**config.mk**
```make
export PLATFORM = sky130hd
export DESIGN_NAME = message_sm_flat
export DESIGN_NICKNAME = d
export VERILOG_FILES = /design/src/rtl/message_sm_if.sv /design/src/rtl/message_sm.sv /design/src/flat_wrapper.sv
export SDC_FILE = /design/constraint.sdc
export NUM_CORES = 1
export LEC_CHECK = 0
export ABC_AREA = 1
export BUFFER_PORTS_ARGS = -buffer_cell sky130_fd_sc_hd__buf_4
export CORE_MARGIN = 4
export CORE_UTILIZATION = 25
export DETAILED_ROUTE_END_ITERATION = 8
export PLACE_DENSITY_LB_ADDON = 0.15
export SYNTH_ARGS = -nofsm -noshare
export SYNTH_HDL_FRONTEND = slang
export SYNTH_SLANG_ARGS = --single-unit
export TNS_END_PERCENT = 10
```
**constraint.sdc**
```tcl
create_clock -name clk -period 2.8 [get_ports clk]
set_input_delay 0.84 -clock clk [delete_from_list [all_inputs] [get_ports clk]]
set_output_delay 0.84 -clock clk [all_outputs]
set_load 0.01 [all_outputs]
```
**src/rtl/message_sm_if.sv**
```systemverilog
// Message sequencer bus: game-logic triggers in,
// drawing requests and status out.
interface message_sm_if #(
  parameter int N_MSG = 4
);
  localparam int IW = (N_MSG > 1) ? $clog2(N_MSG) : 1;

  logic [N_MSG-1:0] trigger;
  logic             clear;
  logic [N_MSG-1:0] msg_DR;
  logic [IW-1:0]    msg_id;
  logic             busy;
  logic [N_MSG-1:0] pending;

  modport master (
    output trigger, clear,
    input  msg_DR, msg_id, busy, pending
  );

  modport slave (
    input  trigger, clear,
    output msg_DR, msg_id, busy, pending
  );
endinterface

```
**src/rtl/message_sm.sv**
```systemverilog
// Priority message sequencer: latches one-cycle events
// and shows one message at a time, timed or sticky.
module message_sm #(
  parameter int               N_MSG          = 4,
  parameter int               DISPLAY_CYCLES = 50_000_000,
  parameter logic [N_MSG-1:0] STICKY_MASK    = '0,
  parameter bit               PREEMPT        = 1'b1
) (
  input logic        clk,
  input logic        reset,
  message_sm_if.slave bus
);
  localparam int IW = (N_MSG > 1) ? $clog2(N_MSG) : 1;
  localparam int TW = $clog2(DISPLAY_CYCLES + 1);
  localparam logic [TW-1:0] TLAST = TW'(DISPLAY_CYCLES - 1);

  typedef enum logic {S_IDLE, S_SHOW} state_t;

  state_t           state, stateN;
  logic [N_MSG-1:0] drQ, drN;
  logic [IW-1:0]    idQ, idN;
  logic             busyQ, busyN;
  logic [N_MSG-1:0] pendQ, pendN;
  logic [TW-1:0]    timer, timerN;

  logic [N_MSG-1:0] cand, newEv, hi;
  logic [IW-1:0]    pick;
  logic             curSticky;

  function automatic logic [IW-1:0] lowestIdx(
    input logic [N_MSG-1:0] v
  );
    lowestIdx = '0;
    for (int i = N_MSG - 1; i >= 0; i--)
      if (v[i]) lowestIdx = IW'(i);
  endfunction

  function automatic logic [N_MSG-1:0] oneHot(
    input logic [IW-1:0] k
  );
    oneHot = '0;
    for (int i = 0; i < N_MSG; i++)
      if (int'(k) == i) oneHot[i] = 1'b1;
  endfunction

  function automatic logic [N_MSG-1:0] lowerMask(
    input logic [IW-1:0] k
  );
    lowerMask = '0;
    for (int i = 0; i < N_MSG; i++)
      if (i < int'(k)) lowerMask[i] = 1'b1;
  endfunction

  assign bus.msg_DR  = drQ;
  assign bus.msg_id  = idQ;
  assign bus.busy    = busyQ;
  assign bus.pending = pendQ;

  // State and all registered outputs.
  always_ff @(posedge clk or posedge reset) begin
    if (reset) begin
      state <= S_IDLE;
      drQ   <= '0;
      idQ   <= '0;
      busyQ <= 1'b0;
      pendQ <= '0;
      timer <= '0;
    end else begin
      state <= stateN;
      drQ   <= drN;
      idQ   <= idN;
      busyQ <= busyN;
      pendQ <= pendN;
      timer <= timerN;
    end
  end

  // Selection, preemption, retrigger and timeout.
  always_comb begin
    stateN    = state;
    drN       = drQ;
    idN       = idQ;
    busyN     = busyQ;
    timerN    = timer;
    cand      = pendQ | bus.trigger;
    pendN     = cand;
    newEv     = pendQ | (bus.trigger & ~drQ);
    hi        = newEv & lowerMask(idQ);
    pick      = '0;
    curSticky = |(drQ & STICKY_MASK);
    unique case (state)
      S_IDLE: begin
        if (|cand) begin
          pick   = lowestIdx(cand);
          stateN = S_SHOW;
          drN    = oneHot(pick);
          idN    = pick;
          busyN  = 1'b1;
          timerN = '0;
          pendN  = cand & ~oneHot(pick);
        end
      end
      S_SHOW: begin
        if (bus.clear) begin
          stateN = S_IDLE;
          drN    = '0;
          idN    = '0;
          busyN  = 1'b0;
          timerN = '0;
          pendN  = cand;
        end else if (PREEMPT && |hi) begin
          pick   = lowestIdx(hi);
          drN    = oneHot(pick);
          idN    = pick;
          timerN = '0;
          pendN  = (newEv & ~oneHot(pick))
                 | (curSticky ? drQ : '0);
        end else begin
          pendN = newEv;
          if (|(bus.trigger & drQ)) begin
            timerN = '0;
          end else if (!curSticky) begin
            if (timer == TLAST) begin
              stateN = S_IDLE;
              drN    = '0;
              idN    = '0;
              busyN  = 1'b0;
              timerN = '0;
            end else begin
              timerN = timer + TW'(1);
            end
          end
        end
      end
    endcase
  end
endmodule

```
**src/flat_wrapper.sv**
```systemverilog
// flat-port wrapper written by rule: the top's interface ports become plain ports
module message_sm_flat 
#(
  parameter int               N_MSG          = 4,
  parameter int               DISPLAY_CYCLES = 50_000_000,
  parameter logic [N_MSG-1:0] STICKY_MASK    = '0,
  parameter bit               PREEMPT        = 1'b1
)
  (clk, reset, bus_trigger, bus_clear, bus_msg_DR, bus_msg_id, bus_busy, bus_pending);
  message_sm_if #(.N_MSG(N_MSG)) bus_i ();
  input logic clk;
  input logic reset;
  input wire logic [$bits(bus_i.trigger)-1:0] bus_trigger;
  input wire logic [$bits(bus_i.clear)-1:0] bus_clear;
  output wire logic [$bits(bus_i.msg_DR)-1:0] bus_msg_DR;
  output wire logic [$bits(bus_i.msg_id)-1:0] bus_msg_id;
  output wire logic [$bits(bus_i.busy)-1:0] bus_busy;
  output wire logic [$bits(bus_i.pending)-1:0] bus_pending;
  assign bus_i.trigger = bus_trigger;
  assign bus_i.clear = bus_clear;
  assign bus_msg_DR = bus_i.msg_DR;
  assign bus_msg_id = bus_i.msg_id;
  assign bus_busy = bus_i.busy;
  assign bus_pending = bus_i.pending;
  message_sm #(.N_MSG(N_MSG), .DISPLAY_CYCLES(DISPLAY_CYCLES), .STICKY_MASK(STICKY_MASK), .PREEMPT(PREEMPT)) u_core (.clk(clk), .reset(reset), .bus(bus_i));
endmodule
```
# Yosys cells after proc, flatten, opt, wreduce, memory -nomap -nowiden

Cells that the tools add are included.

$lt $le $gt $ge: 3
$add $sub $neg: 1
Reduce and logical (&&, ||, !) cells: 7
Muxes and demuxes: 78
Equality and inequality tests: 13
Bitwise gates (word level): 11

Operator list:

| cell                                                | count |
|---|---|
| 2-to-1 mux 26 bit                                   | 5 |
| case mux 26 bit (2 select lines)                    | 1 |
| 2-to-1 mux 1 bit                                    | 41 |
| 2-to-1 mux 2 bit                                    | 18 |
| 2-to-1 mux 4 bit                                    | 8 |
| adder 26 x 1 -> 26 bit, second input constant       | 1 |
| equality test 26 bit, second input constant         | 1 |
| AND 4 bit                                           | 4 |
| case mux 4 bit (2 select lines)                     | 2 |
| inverter 4 bit                                      | 3 |
| OR reduction 4 bit                                  | 3 |
| inequality test 3 bit, second input constant        | 3 |
| equality test 2 bit, second input constant          | 4 |
| inequality test 4 bit, second input constant        | 2 |
| bitwise OR 4 bit                                    | 2 |
| AND 4 x 3 -> 4 bit                                  | 1 |
| equality test 2 x 1 -> 1 bit, second input constant | 2 |
| logical NOT 2 bit                                   | 2 |
| < comparator 1 x 2 -> 1 bit, first input constant   | 2 |
| case mux 1 bit (2 select lines)                     | 2 |
| case mux 2 bit (2 select lines)                     | 1 |
| AND reduction 4 bit                                 | 1 |
| AND reduction 3 bit                                 | 1 |
| < comparator 2 bit, first input constant            | 1 |
| 2 further kinds                                     | 2 |

Word-level logic and storage cells: 119
Register bits: 38
Bits of input ports: 7
Output and inout bits: 11

# Logic depth before layout (Yosys ltp)

Depth in word-level cells: 21
Mapped depth: 11
Mapped depth without buffers: 11

# Least setup slack after synthesis

Ideal clock, no wire load.

Path type: input -> register
Start point: input port bus_trigger[0]
End point: register u_core.timer[2]
Slack: 0.973 ns
Arrival time: 1.704 ns
Path buffers: 1
Required time: 2.677 ns
Library setup time: 0.123 ns
Cell stages on the path: 8
Cell sequence: nor2_1 > inv_1 > nor2_2 > nand3_2 > buf_4 > nand2_1 > xor2_1 > a21oi_2

Longest elaborated chain between the ends: 7
Elaborated cells between the ends (all ways): 13
Those cells by class: 1 x eq/ne; 4 x mux; 5 x bitwise; 3 x reduce/logical

RTL lines:

| what                             | line               | source |
|---|---|---|
| start, declared                  | flat_wrapper.sv:13 | `input wire logic [$bits(bus_i.trigger)-1:0] bus_trigger;` |
| AND 4 bit                        | message_sm.sv:87   | `newEv = pendQ \| (bus.trigger & ~drQ);` |
| bitwise OR 4 bit                 | message_sm.sv:87   |  |
| AND 4 x 3 -> 4 bit               | message_sm.sv:88   | `hi = newEv & lowerMask(idQ);` |
| OR reduction 4 bit               | message_sm.sv:111  | `end else if (PREEMPT && \|hi) begin` |
| 2-to-1 mux 26 bit                | message_sm.sv:111  |  |
| 2-to-1 mux 26 bit                | message_sm.sv:104  | `if (bus.clear) begin` |
| case mux 26 bit (2 select lines) | message_sm.sv:91   | `unique case (state)` |
| end signal, assigned             | message_sm.sv:74   | `timer <= timerN;` |
| end, declared                    | message_sm.sv:24   | `logic [TW-1:0] timer, timerN;` |

Parallel ways exist; a longest one is shown, timed or not.
A chain may end at the register's enable or synchronous reset.

# Worst setup path after layout

Start point: input port bus_trigger[0]
End point: register u_core.timer[10]

Same word-level chain as after synthesis.

==> metrics.txt <==
number of buffers inserted by port buffering 17; DRC violation count after routing 0; switching component of the power about 620 uW; final setup skew roughly 7.5 ps; clock net sink count 38; Synth cell types 35; Synth-to-Final Area Change 16.1%; DRT Wirelength 6610 um; clock-pin transition on the worst setup and hold timing paths about 70 ps; effective utilization at floorplan 26.1%; signal arrival time at the worst endpoint around 2200 ps; count of final setup violators 0; destination of the critical timing path u_core.timer[10]$_DFFE_PP0P_; total standard cell area after synthesis around 2600 um2; result of the run completed; worst max-slew margin expressed relative to the limit about 66%; post-synthesis share of cell area spent on and, or, nand and nor gates between 40% and 50%; final critical-path required period 1990 ps; achievable frequency approximately 500 MHz; Worst Setup SP bus_trigger[0]; FF-to-FF path depth 10; vias in the first global route between 2,000 and 2,500; Cell Rows 36; first drt pass iteration count 4; initial antenna violation count 0; final critical-path setup slack a little over 800 ps; Reg-to-Reg End u_core.timer[15]$_DFFE_PP0P_; complex-gate fraction of the synthesized area between 8 and 9%; GRT Resource Usage Total between 10% and 20%; buffers from clock root to sink, at most 2; class of the worst hold path reg2reg; sequential standard cell area 951 um2; fill cell instance count of the final layout around 1,100; share of total power in sequential cells 37.9%; maximum capacitance violations 0; clock network latency to the later pin of the worst-skew pair 290 ps; fraction of the core area covered by cells at the end of the flow between 30% and 40%; Clk network pwr share approximately 33%; post-CTS sizing 0; post-detailed-route wirelength per cell approximately 13 um; number of instances in the synthesized netlist 368; weighted congestion at the end of routability-driven global placement between 0.7 and 0.8; number of H-tree levels 2; global-route wire length before repair approximately 12,000 um; adder-cell area share of the yosys netlist less than 1%; share of final-layout standard cells stronger than drive strength 1 a little under a fifth; post-layout power between 1.5 and 2 mW; fraction of synthesized area in multiplexers 0%; switching portion of total power 34.9%; cell count after placement about 520; DRC violation total after the first TritonRoute iteration 110; Worst IR Drop VDD ~360 uV; launching point of the worst reg2reg path u_core.timer[0]$_DFFE_PP0P_; post-route ant nets 0; Final Hold Violating Endpoints 0; residual overflow from global routing 0; Antenna Diode Count 0; non-filler instance count after layout around 520; ratio of routed vias to standard cells ~4.5; Final Hold Slack just over 500 ps; count of state elements after synthesis 38; Setup TNS 0 ps; area after detailed placement approximately 2900 um2; core region area a little under 10,000 um2; hold buffers post-CTS 0; worst reg2reg setup slack 950 ps; sort of element at the end of the critical path flip-flop; sequential element share of the synthesized area 36.7%; Pwr Density between 500 and 600 nW/um2; element type at the critical path start input port; xor/xnor share of the synthesized area just over 4%; setup slack after placement ~460 ps; startpoint of the worst hold path u_core.timer[0]$_DFFE_PP0P_; largest family of logic cells by synthesized area simple AND/OR/NAND/NOR gates; clock root buffer master clkbuf_8; area taken by multi-input logic gates around 1400 um2; detailed placement HPWL approximately 5100 um; total via count in the routed design 2,333; TritonCTS buffer count 5; number of buffers added for setup after CTS 0; slew at the pin with the worst max-slew slack 515 ps; die extent in y around 110 um; cell-internal power ~1.2 mW; Top Ports 18; final standard cell area without fillers 3010 um2; Total Nets Final roughly 400; largest net degree at the start of global routing 39; number of warnings issued by yosys 0; synthesized area divided by synthesized cell count 7.03 um2; Die Footprint 12,000 um2; period utilization 71.2%; Synth Net Count 376; Comb power frac 29.5%; unrepaired setup endpoints after global routing false; horizontal extent of the die around 110 um; TritonCTS clock tree yes; worst-path maximum fanout 21; Max Slew Vio Count 0; Required @ worst endpoint 3020 ps; leak pwr 1.39 nW; critical path class in2reg
-- critical path, cell delays in order --
cell and delay [ps]:
buf_4 120, nor2_1 190, inv_1 110, nor2_2 130
nand3_2 270, inv_1 120, buf_4 270, nand2_1 100
o21ai_2 60
-- cells in the final DEF, fill, tap and decap left out, drive strengths merged --
cell      n
xor2      9
nand4    10
inv      43
bufinv    2
a221oi    1
clkinv    3
o21ai    15
nand3    35
o21bai    3
nor2     50
nand2   134
clkbuf    6
a21boi    1
a21oi    11
buf      19
o211ai    1
dfrtp    38
xnor2     3
a31oi     1
and2      1
nor3      3
ha        1
-- registers in the layout, indices dropped and copies added, names as in the netlist --
name,flops
u_core.timer,26
u_core.state,1
u_core.bus.busy,1
u_core.bus.msg_id,2
u_core.bus.msg_DR,4
u_core.bus.pending,4
-- how the worst min path moves through the flow --
stage,end,slack [ps],cells after the start
floorplan,u_core.timer[1]$_DFFE_PP0P_,480,2
global placement,u_core.timer[1]$_DFFE_PP0P_,500,2
detailed placement,u_core.timer[1]$_DFFE_PP0P_,500,2
CTS,u_core.timer[0]$_DFFE_PP0P_,520,1
global route,u_core.timer[0]$_DFFE_PP0P_,550,1
finish,u_core.timer[0]$_DFFE_PP0P_,510,1
-- cell usage after synthesis --
cell type / instances / area (um2)
a21boi_0: 1 / 7.51
a21oi_1: 7 / 35.0
a21oi_2: 4 / 35.0
a221oi_1: 1 / 8.76
a31oi_1: 1 / 6.26
and2_1: 1 / 6.26
buf_2: 3 / 15.0
buf_4: 1 / 7.51
buf_6: 1 / 11.3
clkinv_1: 2 / 7.51
clkinv_2: 1 / 5.00
dfrtp_1: 38 / 951
ha_1: 1 / 12.5
inv_1: 36 / 135
inv_2: 7 / 26.3
nand2_1: 122 / 458
nand2_2: 9 / 56.3
nand2_4: 3 / 33.8
nand3_1: 33 / 165
nand3_2: 2 / 20.0
nand4_1: 10 / 62.6
nor2_1: 37 / 139
nor2_2: 7 / 43.8
nor2_4: 5 / 56.3
nor2_8: 1 / 20.0
nor3_1: 1 / 5.00
nor3_2: 1 / 10.0
nor3_4: 1 / 16.3
o211ai_1: 1 / 7.51
o21ai_0: 6 / 30.0
o21ai_1: 3 / 15.0
o21ai_2: 6 / 52.6
o21bai_1: 3 / 22.5
xnor2_1: 3 / 26.3
xor2_1: 9 / 78.8
-- layer usage --
metal	global-route usage, %	vias up	routed length, um
met3	2.29	7	225
met1	17.0	1088	3250
met2	21.0	37	3070
li1	-	1201	-
met5	0	-	0
met4	2.94	0	57
-- logic make-up (layout without fill, tap and decap cells) --
kind of cell               Yosys count  in the layout
DFF                                 38             38
adders and majority gates            1              1
AOI/OAI and AO/OA                   33             33
and+or+nand+nor                    233            233
xor gates and xnor gates            12             12
buffers and inverters               51             73
-- power by group through the flow --
stage                     registers, mW  clock network (mW)  logic [mW]
after global placement            0.690                   0       0.540
after CTS                         0.679               0.609       0.543
after global routing              0.691               0.628       0.601
after floorplan                   0.693                   0       0.352
final                             0.678               0.585       0.528
after detailed placement          0.689                   0       0.541
-- final cells by class --
cell class	instances	area share [%]
Clock buffer	6	2.75
Clock inverter	2	2.00
Tap cell	133	5.53
Sequential cell	38	31.6
Multi-Input combinational cell	279	47.6
Inverter	46	5.78
Timing Repair Buffer	19	4.74
(Power assumes the default switching activity.)
